## src/rtl/mem_bus_arbiter.sv

```systemverilog
// mem_bus_arbiter
// Shares one SRAM-like external bus between the instruction-fetch port and
// the data-access port. When a pipeline step requests both accesses, the data
// access runs first and the fetch follows. The whole pipeline stays frozen
// until every requested access has finished. It is then released for exactly
// one cycle (DONE), and the read data is valid in that cycle.
//
// Ports:
//   clk, rst                      clock (rising edge), synchronous active-high reset
//   inst_en/inst_addr             fetch request for this pipeline step
//   inst_rdata                    fetched word, holds until the next fetch
//   data_en/data_wen/data_addr/   load/store request (data_wen == 0 is a load)
//   data_wdata
//   data_rdata                    load result, holds until the next data access
//   bus_req/bus_wen/bus_addr/     external request; only non-zero in *_ADDR states
//   bus_wdata
//   bus_addr_ok/bus_data_ok/      external handshake and read data
//   bus_rdata
//   stall_all                     freeze the pipeline (combinational)
//   bus_err                       one-cycle pulse, shown in DONE after a timeout abort
module mem_bus_arbiter #(
    parameter int TIMEOUT_CYCLES = 255,
    parameter int TIMEOUT_W      = 8
) (
    input  logic        clk,
    input  logic        rst,
    input  logic        inst_en,
    input  logic [31:0] inst_addr,
    output logic [31:0] inst_rdata,
    input  logic        data_en,
    input  logic [3:0]  data_wen,
    input  logic [31:0] data_addr,
    input  logic [31:0] data_wdata,
    output logic [31:0] data_rdata,
    output logic        bus_req,
    output logic [3:0]  bus_wen,
    output logic [31:0] bus_addr,
    output logic [31:0] bus_wdata,
    input  logic        bus_addr_ok,
    input  logic        bus_data_ok,
    input  logic [31:0] bus_rdata,
    output logic        stall_all,
    output logic        bus_err
);

    typedef enum logic [2:0] {
        ST_IDLE   = 3'd0,
        ST_D_ADDR = 3'd1,
        ST_D_DATA = 3'd2,
        ST_I_ADDR = 3'd3,
        ST_I_DATA = 3'd4,
        ST_DONE   = 3'd5
    } state_t;

    // Counter value seen in the last allowed wait cycle. If no handshake
    // arrives in that cycle, the access is abandoned.
    localparam logic [TIMEOUT_W-1:0] TIMEOUT_LAST = TIMEOUT_W'(TIMEOUT_CYCLES - 1);

    state_t               state_r;
    state_t               state_s;
    logic [TIMEOUT_W-1:0] cnt_r;
    logic                 waiting_s;
    logic                 timeout_hit_s;
    logic                 latch_d_s;
    logic                 latch_i_s;
    logic                 abort_d_s;
    logic                 abort_i_s;

    assign timeout_hit_s = (cnt_r == TIMEOUT_LAST);

    // Next-state decode, bus request drive and stall generation.
    always_comb begin
        state_s   = state_r;
        stall_all = 1'b1;
        bus_req   = 1'b0;
        bus_wen   = 4'h0;
        bus_addr  = 32'h0;
        bus_wdata = 32'h0;
        waiting_s = 1'b0;
        latch_d_s = 1'b0;
        latch_i_s = 1'b0;
        abort_d_s = 1'b0;
        abort_i_s = 1'b0;
        case (state_r)
            ST_IDLE: begin
                stall_all = inst_en | data_en;
                if (data_en) begin
                    state_s = ST_D_ADDR;
                end else if (inst_en) begin
                    state_s = ST_I_ADDR;
                end else begin
                    state_s = ST_IDLE;
                end
            end
            ST_D_ADDR: begin
                bus_req   = 1'b1;
                bus_wen   = data_wen;
                bus_addr  = data_addr;
                bus_wdata = data_wdata;
                waiting_s = 1'b1;
                if (bus_addr_ok) begin
                    state_s = ST_D_DATA;
                end else if (timeout_hit_s) begin
                    abort_d_s = 1'b1;
                    state_s   = ST_DONE;
                end else begin
                    state_s = ST_D_ADDR;
                end
            end
            ST_D_DATA: begin
                waiting_s = 1'b1;
                if (bus_data_ok) begin
                    // Stores also capture whatever the bus returns.
                    latch_d_s = 1'b1;
                    state_s   = inst_en ? ST_I_ADDR : ST_DONE;
                end else if (timeout_hit_s) begin
                    abort_d_s = 1'b1;
                    state_s   = ST_DONE;
                end else begin
                    state_s = ST_D_DATA;
                end
            end
            ST_I_ADDR: begin
                bus_req   = 1'b1;
                bus_addr  = inst_addr;
                waiting_s = 1'b1;
                if (bus_addr_ok) begin
                    state_s = ST_I_DATA;
                end else if (timeout_hit_s) begin
                    abort_i_s = 1'b1;
                    state_s   = ST_DONE;
                end else begin
                    state_s = ST_I_ADDR;
                end
            end
            ST_I_DATA: begin
                waiting_s = 1'b1;
                if (bus_data_ok) begin
                    latch_i_s = 1'b1;
                    state_s   = ST_DONE;
                end else if (timeout_hit_s) begin
                    abort_i_s = 1'b1;
                    state_s   = ST_DONE;
                end else begin
                    state_s = ST_I_DATA;
                end
            end
            ST_DONE: begin
                stall_all = 1'b0;
                state_s   = ST_IDLE;
            end
            default: begin
                state_s = ST_IDLE;
            end
        endcase
    end

    // State register and wait-cycle counter. The counter restarts on every transition.
    always_ff @(posedge clk) begin
        if (rst) begin
            state_r <= ST_IDLE;
            cnt_r   <= {TIMEOUT_W{1'b0}};
        end else begin
            state_r <= state_s;
            if (state_s != state_r) begin
                cnt_r <= {TIMEOUT_W{1'b0}};
            end else if (waiting_s) begin
                cnt_r <= cnt_r + TIMEOUT_W'(1);
            end else begin
                cnt_r <= {TIMEOUT_W{1'b0}};
            end
        end
    end

    // Read-data capture. An aborted access zeroes its register; a port that was not requested keeps its old value.
    always_ff @(posedge clk) begin
        if (rst) begin
            inst_rdata <= 32'h0;
            data_rdata <= 32'h0;
            bus_err    <= 1'b0;
        end else begin
            bus_err <= abort_d_s | abort_i_s;
            if (latch_d_s) begin
                data_rdata <= bus_rdata;
            end else if (abort_d_s) begin
                data_rdata <= 32'h0;
            end else begin
                data_rdata <= data_rdata;
            end
            if (latch_i_s) begin
                inst_rdata <= bus_rdata;
            end else if (abort_i_s) begin
                inst_rdata <= 32'h0;
            end else begin
                inst_rdata <= inst_rdata;
            end
        end
    end

endmodule

```

## config.mk

```make
export PLATFORM = sky130hd
export DESIGN_NAME = mem_bus_arbiter
export DESIGN_NICKNAME = d
export VERILOG_FILES = /design/src/rtl/mem_bus_arbiter.sv
export SDC_FILE = /design/constraint.sdc
export NUM_CORES = 1
export LEC_CHECK = 0
export BUFFER_PORTS_ARGS = -buffer_cell sky130_fd_sc_hd__buf_2
export CORE_AREA = 2 2 105 107
export DETAILED_ROUTE_END_ITERATION = 12
export DIE_AREA = 0 0 107 109
export PLACE_DENSITY = 0.88
export RECOVER_POWER = 25
export SLEW_MARGIN = 20
export SYNTH_ARGS = -nofsm -noshare
export SYNTH_HDL_FRONTEND = slang
export SYNTH_SLANG_ARGS = --single-unit
```

## constraint.sdc

```tcl
create_clock -name clk -period 1.62 [get_ports clk]
set_input_delay 0.162 -clock clk [delete_from_list [all_inputs] [get_ports clk]]
set_output_delay 0.162 -clock clk [all_outputs]
set_load 0.05 [all_outputs]
```

==> reports/metrics.csv, run 1 <==
stage;metric;value;unit
floorplan;Initial Utilization;36.09;%
synthesis;ys flop type;dfxtp_1;
worst_hold_path;Hold WC Path Type;in -> reg;
cts;clock-pin slew on the worst setup and hold paths;80;ps
sta;worst slew pin tran;621.5;ps
worst_setup_path;Worst setup EP type;output port;
global_route;GRT Total Usage;23.96;%
synthesis;synthesis-stage register bit count;76;
worst_setup_path;CP most frequent cell;buf_6;
flow_run;max-cap violation count;0;
outcome;status;finished with violations;
placement;DPL Wire Length;9.740;mm
sta;final hold vios;0;
routing;DR vias/cell;5.231;
sta;WHS;160.9;ps
floorplan;die width;107;um
routing;DRC;0;
routing;Routed Antenna Nets;0;
sta;RSZ-0062 raised after global routing;true;
power;maximum vdd ir drop;0.0005404;V
worst_setup_path;Worst path max stage delay;400;ps
floorplan;Rows;38;
worst_setup_path;Critical Path AT;1590;ps
synthesis;syn avg cell area;9.912;um^2
global_route;antenna violations before repair;4;
placement;Setup WS pre-CTS;-32.68;ps
placement;Final GP Congestion;0.8348;
sta;Slew HR;58.74;%
synthesis;Synth Net Count;526;
sta;worst setup margin;-128.8;ps
global_route;vias in the first global route;4273;
outcome;failing checks;negative setup slack;
global_route;largest net degree at the start of global routing;35;
final_layout;most frequent cells in the layout;buf_2 (188), dfxtp_1 (72), a22o_1 (64);
final_layout;share of cells above drive strength 1;68.11;%
cts;CTS buffer count;9;
routing;DR pass1 iterations;5;
sta;clock skew;8.468;ps
routing;drt wl/cell;20.67;um
sta;ratio of final minimum period to clock period;108.0;%
synthesis;Ys Warns;0;
floorplan;I/O pin total;273;
final_layout;Util after Layout;69.46;%
power;pwr dens;1009;mW/mm^2
synthesis;Seq/Total Area, Yosys;39.76;%
floorplan;Die H;109;um
cts;clk root buf;clkbuf_8;
floorplan;die area;0.01166;mm^2
worst_setup_path;Setup Crit Path Kind;reg -> out;
synthesis;Async S/R FF share, synth;0;%
cts;CTS H-tree depth;3;
worst_setup_path;slowest CP cell;dfxtp_4;
synthesis;synthesized area;0.003826;mm^2
routing;Iteration-0 DRC Markers;285;
worst_setup_path;Max FO, Critical Path;8;
final_layout;Layout area overhead;92.48;%
sta;Final min period;1749;ps
synthesis;Mapped Cells;386;
cts;buffer levels on the longest clock path;2;
worst_setup_path;Critical Path, Cell by Cell;buf_6 -> clkbuf_16 -> mux2i_4 -> nor2_2 -> buf_6;
floorplan;core area;0.01060;mm^2
cts;TritonCTS Sinks;76;
sta;fmax;571.8;MHz
synthesis;Netlist cell types;47;
cts;TritonCTS clock tree;yes;
final_layout;Nets;828;
placement;IO buf count;272;
global_route;GRT overflow;0;
routing;WL final;17.30;mm
cts;Hold Buf Count CTS;0;
sta;fin. max-slew vios;0;
global_route;first-pass GRT wire length;21.64;mm
worst_setup_path;Worst Path Required;1460;ps
sta;setup violators final;139;
synthesis;number of synthesized flops with an enable pin;0;
worst_setup_path;Startpoint Class;flip-flop;
final_layout;commonest non-fill, non-tap cell in the layout;buf_2;
routing;detailed-route via count;4378;
power;leak pwr;0.003316;uW
cts;clk_lat worst skew;340;ps
## power by group
group | internal, uW | switching [uW]
logic | 1630 | 2070
clock network | 1030 | 709
registers | 1930 | 56.2
## critical path, delay by kind of cell (launching register included)
family                 cells  cell delay (ps)
multiplexers               1              200
buffers and inverters      3              500
flip-flops                 1              400
AND/OR/NAND/NOR            1              150
## synth_stat cells, types with 3 or more instances
cell type      number  area, um^2
nor3_1             12       60.06
dlygate4sd1_1       3       26.28
a21oi_1             7       35.03
xnor2_1             4       35.03
clkbuf_1           13       48.80
dfxtp_1            76        1521
inv_1               4       15.01
nand2b_1            5       31.28
o21ai_0             4       20.02
and2b_2            27       236.5
and2_1             36       225.2
nand3_1             3       15.01
mux2i_1            32       320.3
nor2_1             40       150.1
a22o_1             64       560.5
buf_2               9       45.04
buf_6               6       67.56
and2b_1             3       22.52
nand2_1             4       15.01
## per-stage QoR
step,setup TNS (ps),instance area [um^2],power [uW],instances
after CTS,-4531,6721,6885,816
after global placement,0,5567,4403,787
after floorplan,-452.5,4001,3794,386
after global routing,-14930,7365,7640,837
after detailed placement,-149.4,5567,4429,787
final,-7998,7365,7432,837
## layer usage
metal  share of wire, %  GRT usage, %  wire (um)  vias up
met1                 37         27.39       6399     2089
li1                   -             -          -     1975
met3                8.1         6.455       1404       46
met2                 51         42.13       8850      268
met4                3.7         10.39        645        0
met5                  0             0          0        -
## kinds of logic after synthesis
group	count (synthesis)	synth area share, %
simple gates	145	23.58
compound gates	88	19.98
flops	76	39.76
buf+inv	37	6.278
mux	32	8.372
xor+xnor	6	1.373
fa+ha+maj	2	0.6539
## sequential cells by signal, indices dropped and copies added, names as in the netlist
name / cells
bus_err: 1
inst_rdata: 32
cnt_r: 8
state_r: 3
data_rdata: 32
## path summary, 6_finish.rpt
kind	depth (start not counted)	from	slack, ps	end
setup reg to reg	8	state_r[1]$_SDFF_PP0_	-90	data_rdata[21]$_SDFFE_PP0P_
hold / removal	3	bus_rdata[25]	160	data_rdata[25]$_SDFFE_PP0P_
hold reg to reg	1	data_rdata[10]$_SDFFE_PP0P_	480	data_rdata[10]$_SDFFE_PP0P_
setup / recovery	5	state_r[1]$_SDFF_PP0_	-130	bus_addr[9]
## repair_timing
item                       in CTS  in global routing
pin swaps                       6                 14
buffers inserted               10                 10
gates resized for setup       208                102
setup endpoints to repair      78                143
cloned                          4                  7
## area by class of cell
class / count / area [um^2]
antenna: 4 / 10.01
tap: 140 / 175.2
clock buffer: 10 / 127.6
inverter: 4 / 15.01
multi-input combinational: 273 / 2748
fill: 753 / 3238
timing repair buffer: 324 / 2645
sequential: 76 / 1531
clock inverter: 6 / 112.6
(Power assumes the default switching activity.)
==> run 2: changes to the inputs <==
ABC_AREA = 0   (was default)
SKIP_LAST_GASP = 1   (was default)
TNS_END_PERCENT = 5   (was default)
==> run 2 against run 1 <==
- the run still ends with negative setup slack left
- non-clock buffer count decreased by 9
- sequential share of layout area rose by 3.4 points
- total power shrank 17%
- register-to-register slack gained 110 ps
- die area unchanged
- clock power fell by 25%
- final area down 14%
- first-iteration DRC count decreased by 32%
- clock skew increased by 4.2 ps
- combinational power shrank 22%
- critical path depth unchanged
- highest routed layer unchanged
==> reports/metrics.csv, run 2 (synthesis results as in run 1) <==
stage;metric;value;unit
outcome;status;finished with violations;
outcome;failing checks;negative setup slack;
final_layout;share of cells above drive strength 1;60.96;%
sta;Slew HR;58.13;%
final_layout;Util after Layout;59.71;%
routing;met2 wire len;7.361;mm
worst_setup_path;Setup Crit Path Kind;reg -> out;
power;switching share of power;41.12;%
floorplan;Rows;38;
placement;IO buf count;272;
cts;Hold Buf Count CTS;0;
power;sequential share of power;32.0;%
global_route;GRT overflow;0;
global_route;first-pass GRT wire length;19.48;mm
routing;Post-Route M1 WL;5.406;mm
cts;buffer levels on the longest clock path;2;
worst_setup_path;Register-to-Register Setup Slack;20;ps
power;leak pwr;0.003037;uW
sta;fin. max-slew vios;0;
worst_setup_path;Worst Path Required;1460;ps
power;Combinational Power Share;47.0;%
sta;worst slew pin tran;630.8;ps
final_layout;fillers;899;
global_route;GRT Total Usage;21.29;%
floorplan;die width;107;um
routing;metal3 WL;1.209;mm
placement;Setup WS pre-CTS;0.9670;ps
power;Power, Total;6188;uW
worst_setup_path;Worst path max stage delay;370;ps
power;maximum vdd ir drop;0.0005249;V
global_route;vias in the first global route;3932;
final_layout;largest registers;data_rdata x32, inst_rdata x32, cnt_r x8;
final_layout;area occupied by multi-input gates;0.002313;mm^2
routing;Top Layer Used;met4;
floorplan;core area;0.01060;mm^2
worst_setup_path;R2R Path End;inst_rdata[31]$_SDFFE_PP0P_;
sta;setup violators final;68;
cts;clk_lat worst skew;340;ps
worst_hold_path;Min-Delay Endpoint;data_rdata[23]$_SDFFE_PP0P_;
placement;Final GP Congestion;0.8699;
placement;Placement Cell Area;0.005456;mm^2
worst_setup_path;slowest CP cell;dfxtp_4;
sta;Final min period;1739;ps
global_route;largest net degree at the start of global routing;35;
power;switching power;2544;uW
cts;clock-pin slew on the worst setup and hold paths;90;ps
cts;TritonCTS Sinks;76;
floorplan;Die H;109;um
final_layout;register area;0.001530;mm^2
worst_setup_path;Critical Path, Cell by Cell;buf_4 -> clkbuf_16 -> mux2i_1 -> nor2_1 -> buf_2;
sta;worst setup margin;-119.3;ps
sta;clock skew;12.63;ps
worst_setup_path;Worst setup EP type;output port;
worst_setup_path;Startpoint Class;flip-flop;
worst_hold_path;hold depth;3;
cts;CTS H-tree depth;3;
placement;DPL Wire Length;9.734;mm
power;pwr dens;977.5;mW/mm^2
flow_run;max-cap violation count;0;
final_layout;Nets;819;
routing;detailed-route via count;4126;
power;Power Internal;3644;uW
floorplan;die area;0.01166;mm^2
floorplan;I/O pin total;273;
final_layout;Final Cell Area;0.006331;mm^2
worst_setup_path;Buf/Inv on CP;3;
worst_hold_path;Hold Crit Start;bus_rdata[23];
final_layout;most frequent cells in the layout;buf_2 (215), dfxtp_1 (73), a22o_1 (64);
worst_setup_path;R2R depth;6;
cts;TritonCTS clock tree;yes;
routing;DR pass1 iterations;4;
global_route;antenna violations before repair;3;
routing;drt wl/cell;17.23;um
worst_setup_path;Critical Path AT;1580;ps
sta;WHS;160.9;ps
sta;RSZ-0062 raised after global routing;true;
routing;DR vias/cell;4.989;
worst_setup_path;Max FO, Critical Path;11;
cts;CTS buffer count;9;
worst_setup_path;worst r2r src;state_r[1]$_SDFF_PP0_;
final_layout;Layout area overhead;65.47;%
routing;WL final;14.25;mm
routing;Iteration-0 DRC Markers;195;
cts;clk root buf;clkbuf_8;
worst_hold_path;Hold WC Path Type;in -> reg;
sta;fmax;575.0;MHz
final_layout;commonest non-fill, non-tap cell in the layout;buf_2;
floorplan;Initial Utilization;36.09;%
sta;final hold vios;0;
sta;ratio of final minimum period to clock period;107.4;%
routing;DRC;0;
power;clock power share;21.0;%
routing;Routed Antenna Nets;0;
worst_setup_path;CP top delay family;buffers and inverters;
==> run 2: final cells by class <==
type | count | share of cell area [%]
Multi-Input combinational cell | 273 | 36.54
Timing Repair Buffer | 315 | 33.38
Sequential cell | 76 | 24.17
Tap cell | 140 | 2.767
Clock buffer | 10 | 2.016
Clock inverter | 6 | 0.7708
Inverter | 4 | 0.2372
Antenna cell | 3 | 0.1186
==> run 2: repair_timing <==
item                                    4_1_cts  5_1_grt
cloned                                        2        5
endpoints found under the setup margin       76      135
pin swaps                                     0        6
setup buffers                                 3        8
resized for setup                            59      103
==> run 2: worst max-delay path by stage <==
stage	slack, ps	start	to	cells past startpoint
final	-120	state_r[1]$_SDFF_PP0_	bus_addr[26]	5
after CTS	-140	state_r[2]$_SDFF_PP0_	bus_wdata[7]	6
after global placement	40	cnt_r[0]$_SDFF_PP0_	cnt_r[7]$_SDFF_PP0_	6
after floorplan	-200	state_r[1]$_SDFF_PP0_	bus_addr[12]	5
after global routing	-180	state_r[2]$_SDFF_PP0_	stall_all	5
after detailed placement	1	cnt_r[0]$_SDFF_PP0_	cnt_r[4]$_SDFF_PP0_	6
==> run 2: worst reg2reg max path, delay by kind of cell (launching register included) <==
| family | cells | cell delay (ps) |
|---|---|---|
| AOI/OAI and AO/OA | 3 | 550 |
| DFF | 1 | 370 |
| and+or+nand+nor | 1 | 240 |
| buffers and inverters | 2 | 330 |
==> run 2: metal layers <==
metal | vias up | track usage [%]
met4 | 0 | 6.772
li1 | 1958 | -
met5 | - | 0
met2 | 203 | 38.17
met3 | 20 | 6.336
met1 | 1945 | 24.34
==> run 2: stage by stage <==
| step | std cells | TNS [ps] |
|---|---|---|
| 5_1_grt | 827 | -9122 |
| 4_1_cts | 813 | -5317 |
| 3_5_place_dp | 792 | 0 |
| 6_report | 827 | -3521 |
| 3_3_place_gp | 792 | 0 |
| 2_1_floorplan | 386 | -5838 |
==> run 2: power by group through the flow <==
stage / Clock [uW] / Combinational, uW / Sequential, uW
6_report: 1300 / 2910 / 1980
5_1_grt: 1410 / 3040 / 1990
4_1_cts: 1330 / 2500 / 1980
3_5_place_dp: 0 / 2290 / 2020
3_3_place_gp: 0 / 2270 / 2020
2_1_floorplan: 0 / 1530 / 2170
==> run 3: changes to the inputs <==
PLACE_DENSITY = 0.77   (was 0.88)
==> run 3 against run 2 <==
- the flow still finishes with violations (negative setup slack)
- clock skew increased by 9.6 ps
- count of clock-buffer cells in the layout unchanged
- non-clock buffer count decreased by 14
- total power increased by 0.32%
- via count decreased by 1.2%
- hold slack got worse by 1.2 ps
- setup slack got worse by 15 ps
- largest power group unchanged
==> reports/metrics.csv, run 3 (synthesis results as in run 1) <==
stage;metric;value;unit
floorplan;Initial Utilization;36.09;%
routing;Routed Antenna Nets;0;
final_layout;area occupied by multi-input gates;0.002223;mm^2
global_route;GRT overflow;0;
cts;clk_lat worst skew;350;ps
sta;worst slew pin tran;612.2;ps
flow_run;max-cap violation count;0;
final_layout;Layout area overhead;60.10;%
final_layout;Nets;805;
sta;final hold vios;0;
global_route;GR Util met3;4.662;%
floorplan;Rows;38;
routing;Iteration-0 DRC Markers;233;
cts;buffer levels on the longest clock path;2;
cts;TritonCTS clock tree;yes;
global_route;first-pass GRT wire length;19.58;mm
cts;CTS buffer count;9;
cts;Hold Buf Count CTS;0;
global_route;met1 GRT Util;26.08;%
worst_setup_path;Startpoint Class;flip-flop;
sta;Slew HR;59.36;%
routing;DR vias/cell;5.022;
routing;DR pass1 iterations;5;
worst_setup_path;Worst setup EP type;output port;
global_route;GRT Total Usage;21.33;%
final_layout;register area;0.001530;mm^2
cts;CTS H-tree depth;3;
final_layout;most frequent cells in the layout;buf_2 (217), dfxtp_1 (73), a22o_1 (64);
final_layout;fillers;919;
final_layout;commonest non-fill, non-tap cell in the layout;buf_2;
routing;WL final;13.78;mm
placement;IO buf count;272;
routing;DRC;0;
outcome;failing checks;negative setup slack;
sta;clock skew;22.25;ps
power;leak pwr;0.002953;uW
placement;Cells after DPL;786;
floorplan;core area;0.01060;mm^2
cts;TritonCTS Sinks;76;
power;clock power share;24.3;%
global_route;GR Util met2;36.62;%
power;pwr dens;1013;mW/mm^2
cts;clk root buf;clkbuf_8;
power;switching share of power;40.16;%
routing;detailed-route via count;4078;
sta;fmax;570.1;MHz
worst_setup_path;Register-to-Register Setup Slack;-70;ps
worst_setup_path;Max FO, Critical Path;9;
sta;ratio of final minimum period to clock period;108.3;%
power;Power Internal;3715;uW
sta;RSZ-0062 raised after global routing;true;
power;maximum vdd ir drop;0.0006219;V
power;Power, Total;6208;uW
worst_setup_path;Critical Path AT;1590;ps
power;sequential share of power;32.1;%
floorplan;die area;0.01166;mm^2
worst_hold_path;Hold WC Path Type;in -> reg;
placement;Final GP Congestion;0.9063;
global_route;vias in the first global route;3974;
routing;drt wl/cell;16.96;um
global_route;gr busiest metal;met2;
sta;setup violators final;104;
sta;worst setup margin;-134.1;ps
power;switching power;2493;uW
outcome;status;finished with violations;
floorplan;I/O pin total;273;
sta;Final min period;1754;ps
final_layout;share of cells above drive strength 1;57.91;%
global_route;largest net degree at the start of global routing;37;
sta;fin. max-slew vios;0;
floorplan;Die H;109;um
global_route;antenna violations before repair;2;
worst_setup_path;Setup Crit Path Kind;reg -> out;
final_layout;Final Non-Filler Cells;812;
floorplan;die width;107;um
worst_setup_path;Worst Path Required;1460;ps
cts;clock-pin slew on the worst setup and hold paths;100;ps
placement;DPL Wire Length;9.715;mm
final_layout;largest registers;data_rdata x32, inst_rdata x32, cnt_r x8;
power;Combinational Power Share;43.6;%
run 3: path summary, 6_finish.rpt:
check                               from                     endpoint  cells after the start
max                state_r[2]$_SDFF_PP0_                bus_wdata[28]                      6
min                        bus_rdata[26]  data_rdata[26]$_SDFFE_PP0P_                      3
min reg2reg  inst_rdata[19]$_SDFFE_PP0P_  inst_rdata[19]$_SDFFE_PP0P_                      1
max reg2reg          cnt_r[0]$_SDFF_PP0_          cnt_r[5]$_SDFF_PP0_                      6
run 3: area by class of cell:
class / instances / share of cell area (%)
Clock buffer: 10 / 2.247
Timing Repair Buffer: 301 / 32.15
Antenna cell: 2 / 0.08170
Multi-Input combinational cell: 273 / 36.29
Inverter: 4 / 0.2451
Clock inverter: 6 / 1.144
Tap cell: 140 / 2.859
Sequential cell: 76 / 24.98
run 3: worst max-delay path, stage by stage (launching register included):
cell and delay [ps]:
dfxtp_2 360, nand2b_4 160, nor2_4 130, buf_12 140
clkbuf_16 150, and2_4 140, buf_6 150
run 3: routing by layer:
metal / routed length, um / vias to the layer above / part of all wire (%)
li1: - / 1929 / -
met1: 5497 / 1920 / 40
met2: 6927 / 209 / 50
met3: 1089 / 20 / 7.9
met4: 261 / 0 / 1.9
met5: 0 / - / 0
run 3: power by group through the flow:
stage	logic [uW]	registers [uW]	clock network, uW
floorplan	1530	2170	0
global placement	2270	2020	0
detailed placement	2280	2020	0
CTS	2440	1980	1550
global route	2830	2000	1630
finish	2710	1990	1510
run 3: repair_timing:
item	4_1_cts	5_1_grt
cloned	1	4
endpoints found under the setup margin	77	139
resized for setup	49	62
buffers inserted	2	1
pin swaps	0	1
run 3: stage by stage:
stage	utilization (%)	TNS (ps)	hold slack (ps)	cell area, um^2	setup WS, ps
finish	57.78	-5821	159.7	6126	-134.1
global route	57.78	-13580	157.3	6126	-178.7
CTS	55.13	-8567	149.4	5846	-152.2
detailed placement	51.44	-172.8	453.4	5454	-42.41
global placement	51.44	0	450.9	5454	9.230
floorplan	-	-5838	354.6	3889	-199.5
